**src/rtl/uart_pkg.sv**
```systemverilog
// rtl/uart_pkg.sv - shared types and defaults for the UART done-detect slice
package uart_pkg;

  typedef enum logic {ST_IDLE, ST_COLLECT} done_state_e;

  localparam int DONE_N_CH      = 2;
  localparam int DONE_TIMEOUT_W = 16;

endpackage

```
**src/rtl/uart_chan_latch.sv**
```systemverilog
// rtl/uart_chan_latch.sv - per-channel event detect, sticky seen flag and duplicate pulse
module uart_chan_latch #(
  parameter bit EDGE_MODE = 1'b1
) (
  input  logic i_clk,
  input  logic i_rst_n,
  input  logic i_en,
  input  logic i_mask,
  input  logic i_clear,
  input  logic i_consume,
  output logic o_ev,
  output logic o_flag,
  output logic o_dup
);

  logic en_q;

  assign o_ev = i_mask & (EDGE_MODE ? (i_en & ~en_q) : i_en);

  // en_q tracks i_en unconditionally so an abort never hides a later edge
  always_ff @(posedge i_clk or negedge i_rst_n) begin
    if (!i_rst_n) begin
      en_q   <= 1'b0;
      o_flag <= 1'b0;
      o_dup  <= 1'b0;
    end else begin
      en_q  <= i_en;
      o_dup <= o_ev & o_flag & ~i_clear;
      if (i_consume)
        o_flag <= 1'b0;
      else if (o_ev)
        o_flag <= 1'b1;
    end
  end

endmodule

```
**src/rtl/uart_multi_done_detect.sv**
```systemverilog
// rtl/uart_multi_done_detect.sv - N-channel completion detector with mask, timeout and abort
module uart_multi_done_detect
  import uart_pkg::*;
#(
  parameter int N_CH      = DONE_N_CH,
  parameter int TIMEOUT_W = DONE_TIMEOUT_W,
  parameter bit EDGE_MODE = 1'b1
) (
  input  logic                 i_clk,
  input  logic                 i_rst_n,
  input  logic [N_CH-1:0]      i_en,
  input  logic [N_CH-1:0]      i_ch_mask,
  input  logic                 i_clear,
  input  logic [TIMEOUT_W-1:0] i_timeout_lim,
  output logic                 o_done,
  output logic                 o_timeout,
  output logic [N_CH-1:0]      o_dup,
  output logic [N_CH-1:0]      o_pending,
  output logic                 o_busy
);

  localparam logic [TIMEOUT_W-1:0] CNT_ONE = TIMEOUT_W'(1);
  localparam logic [TIMEOUT_W-1:0] CNT_MAX = '1;

  done_state_e          state, state_d;
  logic [TIMEOUT_W-1:0] cnt, cnt_d;
  logic [N_CH-1:0]      ev, flags;
  logic                 consume, done_d, to_d, all_seen, to_hit;

  for (genvar k = 0; k < N_CH; k++) begin : gen_ch
    uart_chan_latch #(.EDGE_MODE(EDGE_MODE)) u_ch (
      .i_clk     (i_clk),
      .i_rst_n   (i_rst_n),
      .i_en      (i_en[k]),
      .i_mask    (i_ch_mask[k]),
      .i_clear   (i_clear),
      .i_consume (consume),
      .o_ev      (ev[k]),
      .o_flag    (flags[k]),
      .o_dup     (o_dup[k])
    );
  end

  // Same-cycle events count toward completion, so completion needs no extra cycle
  assign all_seen = (|i_ch_mask) & (&(flags | ev | ~i_ch_mask));
  assign to_hit   = (state == ST_COLLECT) && (i_timeout_lim != '0) &&
                    (cnt == i_timeout_lim - CNT_ONE);

  always_comb begin
    state_d = state;
    cnt_d   = cnt;
    consume = 1'b0;
    done_d  = 1'b0;
    to_d    = 1'b0;
    if (i_clear) begin
      consume = 1'b1;
      cnt_d   = '0;
      state_d = ST_IDLE;
    end else if (all_seen) begin
      done_d  = 1'b1;
      consume = 1'b1;
      cnt_d   = '0;
      state_d = ST_IDLE;
    end else if (to_hit) begin
      to_d    = 1'b1;
      consume = 1'b1;
      cnt_d   = '0;
      state_d = ST_IDLE;
    end else if (state == ST_IDLE) begin
      cnt_d = '0;
      if (|ev)
        state_d = ST_COLLECT;
    end else if (cnt != CNT_MAX) begin
      cnt_d = cnt + CNT_ONE;
    end
  end

  always_ff @(posedge i_clk or negedge i_rst_n) begin
    if (!i_rst_n) begin
      state     <= ST_IDLE;
      cnt       <= '0;
      o_done    <= 1'b0;
      o_timeout <= 1'b0;
    end else begin
      state     <= state_d;
      cnt       <= cnt_d;
      o_done    <= done_d;
      o_timeout <= to_d;
    end
  end

  assign o_pending = flags;
  assign o_busy    = (state == ST_COLLECT);

endmodule

```
**config.mk**
```make
export PLATFORM = sky130hd
export DESIGN_NAME = uart_multi_done_detect
export DESIGN_NICKNAME = d
export VERILOG_FILES = /design/src/rtl/uart_pkg.sv /design/src/rtl/uart_chan_latch.sv /design/src/rtl/uart_multi_done_detect.sv
export SDC_FILE = /design/constraint.sdc
export NUM_CORES = 1
export LEC_CHECK = 0
export ABC_CLOCK_PERIOD_IN_PS = 2250
export CAP_MARGIN = 20
export CELL_PAD_IN_SITES_DETAIL_PLACEMENT = 0
export CELL_PAD_IN_SITES_GLOBAL_PLACEMENT = 1
export CORE_MARGIN = 2
export CORE_UTILIZATION = 37
export DETAILED_ROUTE_END_ITERATION = 6
export GPL_TIMING_DRIVEN = 0
export PLACE_DENSITY = 0.81
export REMOVE_ABC_BUFFERS = 1
export SLEW_MARGIN = 20
export SYNTH_ARGS = -nofsm -noshare
export SYNTH_HDL_FRONTEND = slang
export SYNTH_SLANG_ARGS = --single-unit
```
**constraint.sdc**
```tcl
create_clock -name i_clk -period 2.25 [get_ports i_clk]
set_clock_uncertainty 0.2 [all_clocks]
set_input_delay 0.45 -clock i_clk [delete_from_list [all_inputs] [get_ports i_clk]]
set_output_delay 0.45 -clock i_clk [all_outputs]
set_load 0.1 [all_outputs]
```
[Yosys cells after proc, flatten, opt, wreduce, memory -nomap -nowiden]
Index checks and enable logic that the tools add are counted.
Word-level totals
  bits in registers: 25
Cells by class
  equal/unequal tests: 3
  reduce and logical (&&, ||, !) cells: 8
  muxes and demuxes: 21
  bitwise operators: 15
  add/sub/neg operators: 2
Operator list (count)
  $mux 16: 5
  $add 16x1->16 const B: 1
  $eq 16x16->1: 1
  $mux 1: 16
  $ne 16x16->1 const B: 1
  $reduce_bool 16->1: 1
  $sub 16x1->16 const B: 1
  $and 1x1->1: 9
  $ne 5x2->1 const B: 1
  $or 2x2->2: 2
  $reduce_bool 2->1: 2
  $reduce_or 2->1: 2
  $not 1->1: 3
  $logic_and 1x1->1: 2
  $not 2->2: 1
  $reduce_and 2->1: 1

[Logic depth before layout (Yosys ltp)]
  depth in word-level cells: 10
  mapped depth: 10
  mapped depth without buffers: 8

[By module]
A second synthesis with hierarchy kept.
Second synthesis, totals
  cells, all modules: 200
  area, all modules: 1874.3 µm²
Modules (own cells, without submodules)
  uart_multi_done_detect: area each 1631.6 µm², cells each 184, times used 1, seq. area each 475.5 µm²
  uart_chan_latch: area each 121.4 µm², cells each 8, times used 2, seq. area each 75.1 µm²

[Worst setup path before layout]
No wires, ideal clock.
  path kind: register to register
  from: reg state, in the netlist o_busy
  to: reg cnt[10]
  slack: -0.419 ns
  stages on the path, launching flop included: 8
  path buffers: 1
  library setup time: 0.138 ns
  period minus slack after synthesis: 2.669 ns
  data arrival time: 2.331 ns
  data required time: 1.912 ns
  cell sequence: dfrtp_1 > clkinv_1 > nor3_1 > nand4b_1 > nor4_1 > o2111a_2 > buf_6 > nor4_1
Between the ends
  longest elaborated chain between the ends: 5
  elaborated cells on any way between the ends: 7
  those cells by class: eq/ne: 1; mux: 4; reduce/logical: 2
RTL lines
  from (decl): line uart_multi_done_detect.sv:25  | done_state_e state, state_d;
  from (signal assigned): line uart_multi_done_detect.sv:85  | state <= state_d;
  $logic_and 1x1->1 (2 in a row): line uart_multi_done_detect.sv:46  | assign to_hit = (state == ST_COLLECT) && (i_timeout_lim != '0) &&
  $mux 16: line uart_multi_done_detect.sv:64  | end else if (to_hit) begin
  $mux 16: line uart_multi_done_detect.sv:59  | end else if (all_seen) begin
  $mux 16: line uart_multi_done_detect.sv:55  | if (i_clear) begin
  to (signal assigned): line uart_multi_done_detect.sv:86  | cnt <= cnt_d;
  to (decl): line uart_multi_done_detect.sv:26  | logic [TIMEOUT_W-1:0] cnt, cnt_d;
Parallel ways exist; a longest one is shown, timed or not.
A chain may end at the register's enable or synchronous reset.

[Final worst setup path]
  from: in i_timeout_lim[2]
  to: reg state, in the netlist o_busy
Between the ends
  longest elaborated chain between the ends: 6
  elaborated cells on any way between the ends: 8
  those cells by class: add/sub: 1; eq/ne: 1; mux: 3; reduce/logical: 3
RTL lines
  from (decl): line uart_multi_done_detect.sv:14  | input logic [TIMEOUT_W-1:0] i_timeout_lim,
  $sub 16x1->16 or $reduce_bool 16->1 (tied branches): line uart_multi_done_detect.sv:47, uart_multi_done_detect.sv:46
  $eq 16x16->1 or $logic_and 1x1->1 (tied branches): line uart_multi_done_detect.sv:47, uart_multi_done_detect.sv:46
  $logic_and 1x1->1 (*): line uart_multi_done_detect.sv:46
  $mux 1 (*): line uart_multi_done_detect.sv:64
  $mux 1 (*): line uart_multi_done_detect.sv:59
  $mux 1 (*): line uart_multi_done_detect.sv:55
  via state_d: line uart_multi_done_detect.sv:25
The timed path passes the listed nets; every way through them passes the cells marked *.

==> results.py <==
metrics = {
    "status": {
        "status": "complete, but fails checks",
        "violations": "negative setup slack",
    },
    "yosys": {
        "synth_top_area_share_pct": 32.1,
        "synthArstFlopShare_pct": 100,
        "synth-compound-area-share_pct": 12.5,
        "yosysTopAreaCell": "dfrtp_1",
        "synth_mux_area_share_pct": 2.57,
        "synth.cell_area_um2": 1950,
        "synth_top_family_by_area": "simple AND/OR/NAND/NOR gates",
        "avgSynthCellArea_um2": 9.11,
        "yosysSeqAreaShare_pct": 32.1,
        "synth_xor_xnor_area_share_pct": 13.0,
        "synth-seq-cells": 25,
        "synth_fa_ha_area_share_pct": 1.93,
        "synth_area_leaders": "dfrtp_1 32%, xor2_1 6.7%, xnor2_1 6.3%, nor4_1 4.8%, nor4_2 3.9%",
        "synthCells": 214,
        "yosys_warnings": 0,
        "yosys.area_share.simple_pct": 31.3,
        "synth_edf_count": 0,
        "synth_common_cells": "25 x dfrtp_1, 15 x nand2_1, 15 x nor4_1, 15 x xor2_1, 14 x xnor2_1",
        "synth_cell_types": 51,
        "ys.flop_type": "dfrtp_1",
        "yosysMostFrequentCell": "dfrtp_1",
    },
    "critical_path": {
        "crit_required_ns": 2.24,
        "endpoint_kind": "flip-flop",
        "worst_setup_path_start_kind": "primary input",
        "cp-startpoint": "i_timeout_lim[2]",
        "path_max_fanout": 8,
        "worst_r2r_endpoint": "cnt[10]",
        "reg2regPathDepth": 8,
        "cp.arrival_ns": 2.32,
        "rrSetupSlack_ns": -0.07,
        "critPathKind": "in -> reg",
        "r2r-start": "cnt[12]",
        "cp-endpoint": "o_busy",
    },
    "sta": {
        "hold_viol_final": 0,
        "drv_slew": 0,
        "tightestPinTransition_ns": 0.954,
        "finalCriticalPeriod_ns": 2.33,
        "worst_slack_ns": -0.0794,
        "rsz0062_at_grt": "yes",
        "relSlewSlack_pct": 36.7,
        "setup_viol": 20,
        "period_share_pct": 104,
        "fmax_mhz": 429,
        "whs_ns": 0.360,
    },
    "grt": {
        "grt_pass1_wl_um": 9290,
        "grtUsageTotal_pct": 19.8,
        "grt_max_degree": 26,
        "overflow": 0,
        "grt_pass1_vias": 1873,
        "antenna_found_initial": 0,
    },
    "die": {
        "ioPinCount": 30,
        "core-area_um2": 5110,
        "die_h_um": 76.6,
        "dieArea_um2": 5870,
        "initial_utilization_pct": 38.2,
        "die_w_um": 76.6,
        "rows": 26,
    },
    "cells_and_area": {
        "fillerInstances": 465,
        "diodes": 0,
        "finalCoreUtilization_pct": 54.3,
        "instances_no_fill": 333,
        "drive_gt1_share_pct": 38.4,
        "nets": 290,
        "syn_to_final_growth_pct": 42.3,
    },
    "power": {
        "p_int_w": 0.000684,
        "power_leakage_nw": 1.06,
        "peakVddDrop_mv": 0.398,
        "combPwrFrac_pct": 26.2,
        "p_sw_share_pct": 31.0,
        "pwr-share-seq_pct": 46.4,
        "pwr-share-clk_pct": 27.4,
        "power.density_nw_per_um2": 357,
        "power_switching_w": 0.000307,
    },
    "cts": {
        "cts_buffers": 3,
        "cts_tree": "done",
        "cts.htree.levels": 1,
        "path_clk_slew_ns": 0.08,
        "cts.sinks": 25,
        "clk_path_buf_depth": 2,
        "insertion_delay_ns": 0.28,
        "root_buffer": "clkbuf_8",
    },
    "drt": {
        "drt_iter0_drc": 83,
        "vias": 1883,
        "drt.antenna.violating_nets": 0,
        "wirelength_um": 5810,
        "drt-wirelength-per-cell_um": 17.4,
        "viasPerCell": 5.65,
        "drc": 0,
        "drtPass1Iterations": 6,
    },
    "hold_path": {
        "hp-class": "reg -> reg",
    },
    "placed_design": {
        "place.gp.congestion": 0.935,
        "portBuffers": 29,
        "hpwlAfterDp_um": 3300,
        "dp_cells": 295,
    },
    "job": {
        "maxCapViolCount": 0,
    },
}
## worst max-delay path, cell delays in order
cell	delay [ns]
buf_4	0.15
or3_4	0.40
o31a_1	0.27
o211ai_2	0.25
a2111oi_4	0.12
buf_4	0.16
o2111a_2	0.16
buf_6	0.14
a311oi_2	0.22
## logic make-up (layout without fill, tap and decap cells)
family / after synthesis / after routing
buffers and inverters: 24 / 71
multiplexers: 5 / 5
adder cells (fa/ha/maj): 3 / 3
XOR/XNOR: 29 / 29
AND/OR/NAND/NOR: 97 / 97
flip-flops: 25 / 25
AO/OA/AOI/OAI: 31 / 33
## power groups by stage
stage / registers, W / clock network (W) / logic [W]
6_report: 0.000459 / 0.000272 / 0.000260
2_1_floorplan: 0.000496 / 0 / 0.0000726
3_5_place_dp: 0.000467 / 0 / 0.000196
3_3_place_gp: 0.000468 / 0 / 0.000196
4_1_cts: 0.000459 / 0.000283 / 0.000232
5_1_grt: 0.000460 / 0.000300 / 0.000277
## registers in the layout (all words and copies together) (netlist names)
signal,count
o_timeout,1
o_busy,1
o_done,1
gen_ch.u_ch.o_dup,2
gen_ch.u_ch.o_flag,2
cnt,16
gen_ch.u_ch.en_q,2
## worst min path at each step
stage | end | cells past startpoint | start | slack, ns
floorplan | cnt[0] | 0 | i_rst_n | -0.05
detailed placement | o_timeout | 1 | i_rst_n | 0.28
global placement | gen_ch[0].u_ch.o_dup | 2 | gen_ch[0].u_ch.en_q | 0.34
global route | gen_ch[0].u_ch.o_dup | 1 | gen_ch[0].u_ch.o_flag | 0.41
CTS | gen_ch[0].u_ch.o_dup | 2 | gen_ch[0].u_ch.en_q | 0.38
finish | gen_ch[0].u_ch.o_dup | 2 | gen_ch[0].u_ch.en_q | 0.36
## stage by stage
stage / worst slack (ns) / cell area [um^2] / setup TNS (ns) / power, W
4_1_cts: -0.0701 / 2660 / -1.01 / 0.000975
3_3_place_gp: -1.19 / 2220 / -23.72 / 0.000664
2_1_floorplan: -0.764 / 1840 / -15.19 / 0.000568
6_report: -0.0794 / 2770 / -0.989 / 0.000991
3_5_place_dp: -1.25 / 2210 / -24.92 / 0.000663
5_1_grt: -0.172 / 2770 / -2.90 / 0.00104
## cell usage in the layout (no fill, tap or decap), types with 8 or more instances in the layout
master          n
xnor2_1        11
xor2_1         14
buf_6           8
buf_4          29
nand2_1        15
nor2_1         12
dlygate4sd2_1   8
nor4_2         11
dfrtp_1        22
nand4_1         9
## routing by layer
metal  vias up  share of wire (%)  track usage (%)
li1        899                  -                -
met2        59                 48             32.0
met5         -                  0                0
met1       906                 42             25.3
met4         0                4.3             11.5
met3        19                4.8             2.49
## final cells by class
cell class,instances,area [um^2],share of cell area (%)
clock inverter,1,5.00,0.180
tap,70,87.6,3.16
inverter,6,30.0,1.08
timing repair buffer,61,515,18.6
clock buffer,3,41.3,1.49
sequential,25,629,22.7
multi-input combinational,167,1470,52.8
## timing repair
action / in CTS / in global routing
setup buffers: 19 / 13
gates resized for setup: 116 / 21
endpoints found under the setup margin: 27 / 21
hold buffers: 1 / 0
gates cloned: 3 / 0
pin swaps: 26 / 19
endpoints found under the hold margin: 25 / 0
Power figures use the tool's default switching activity.
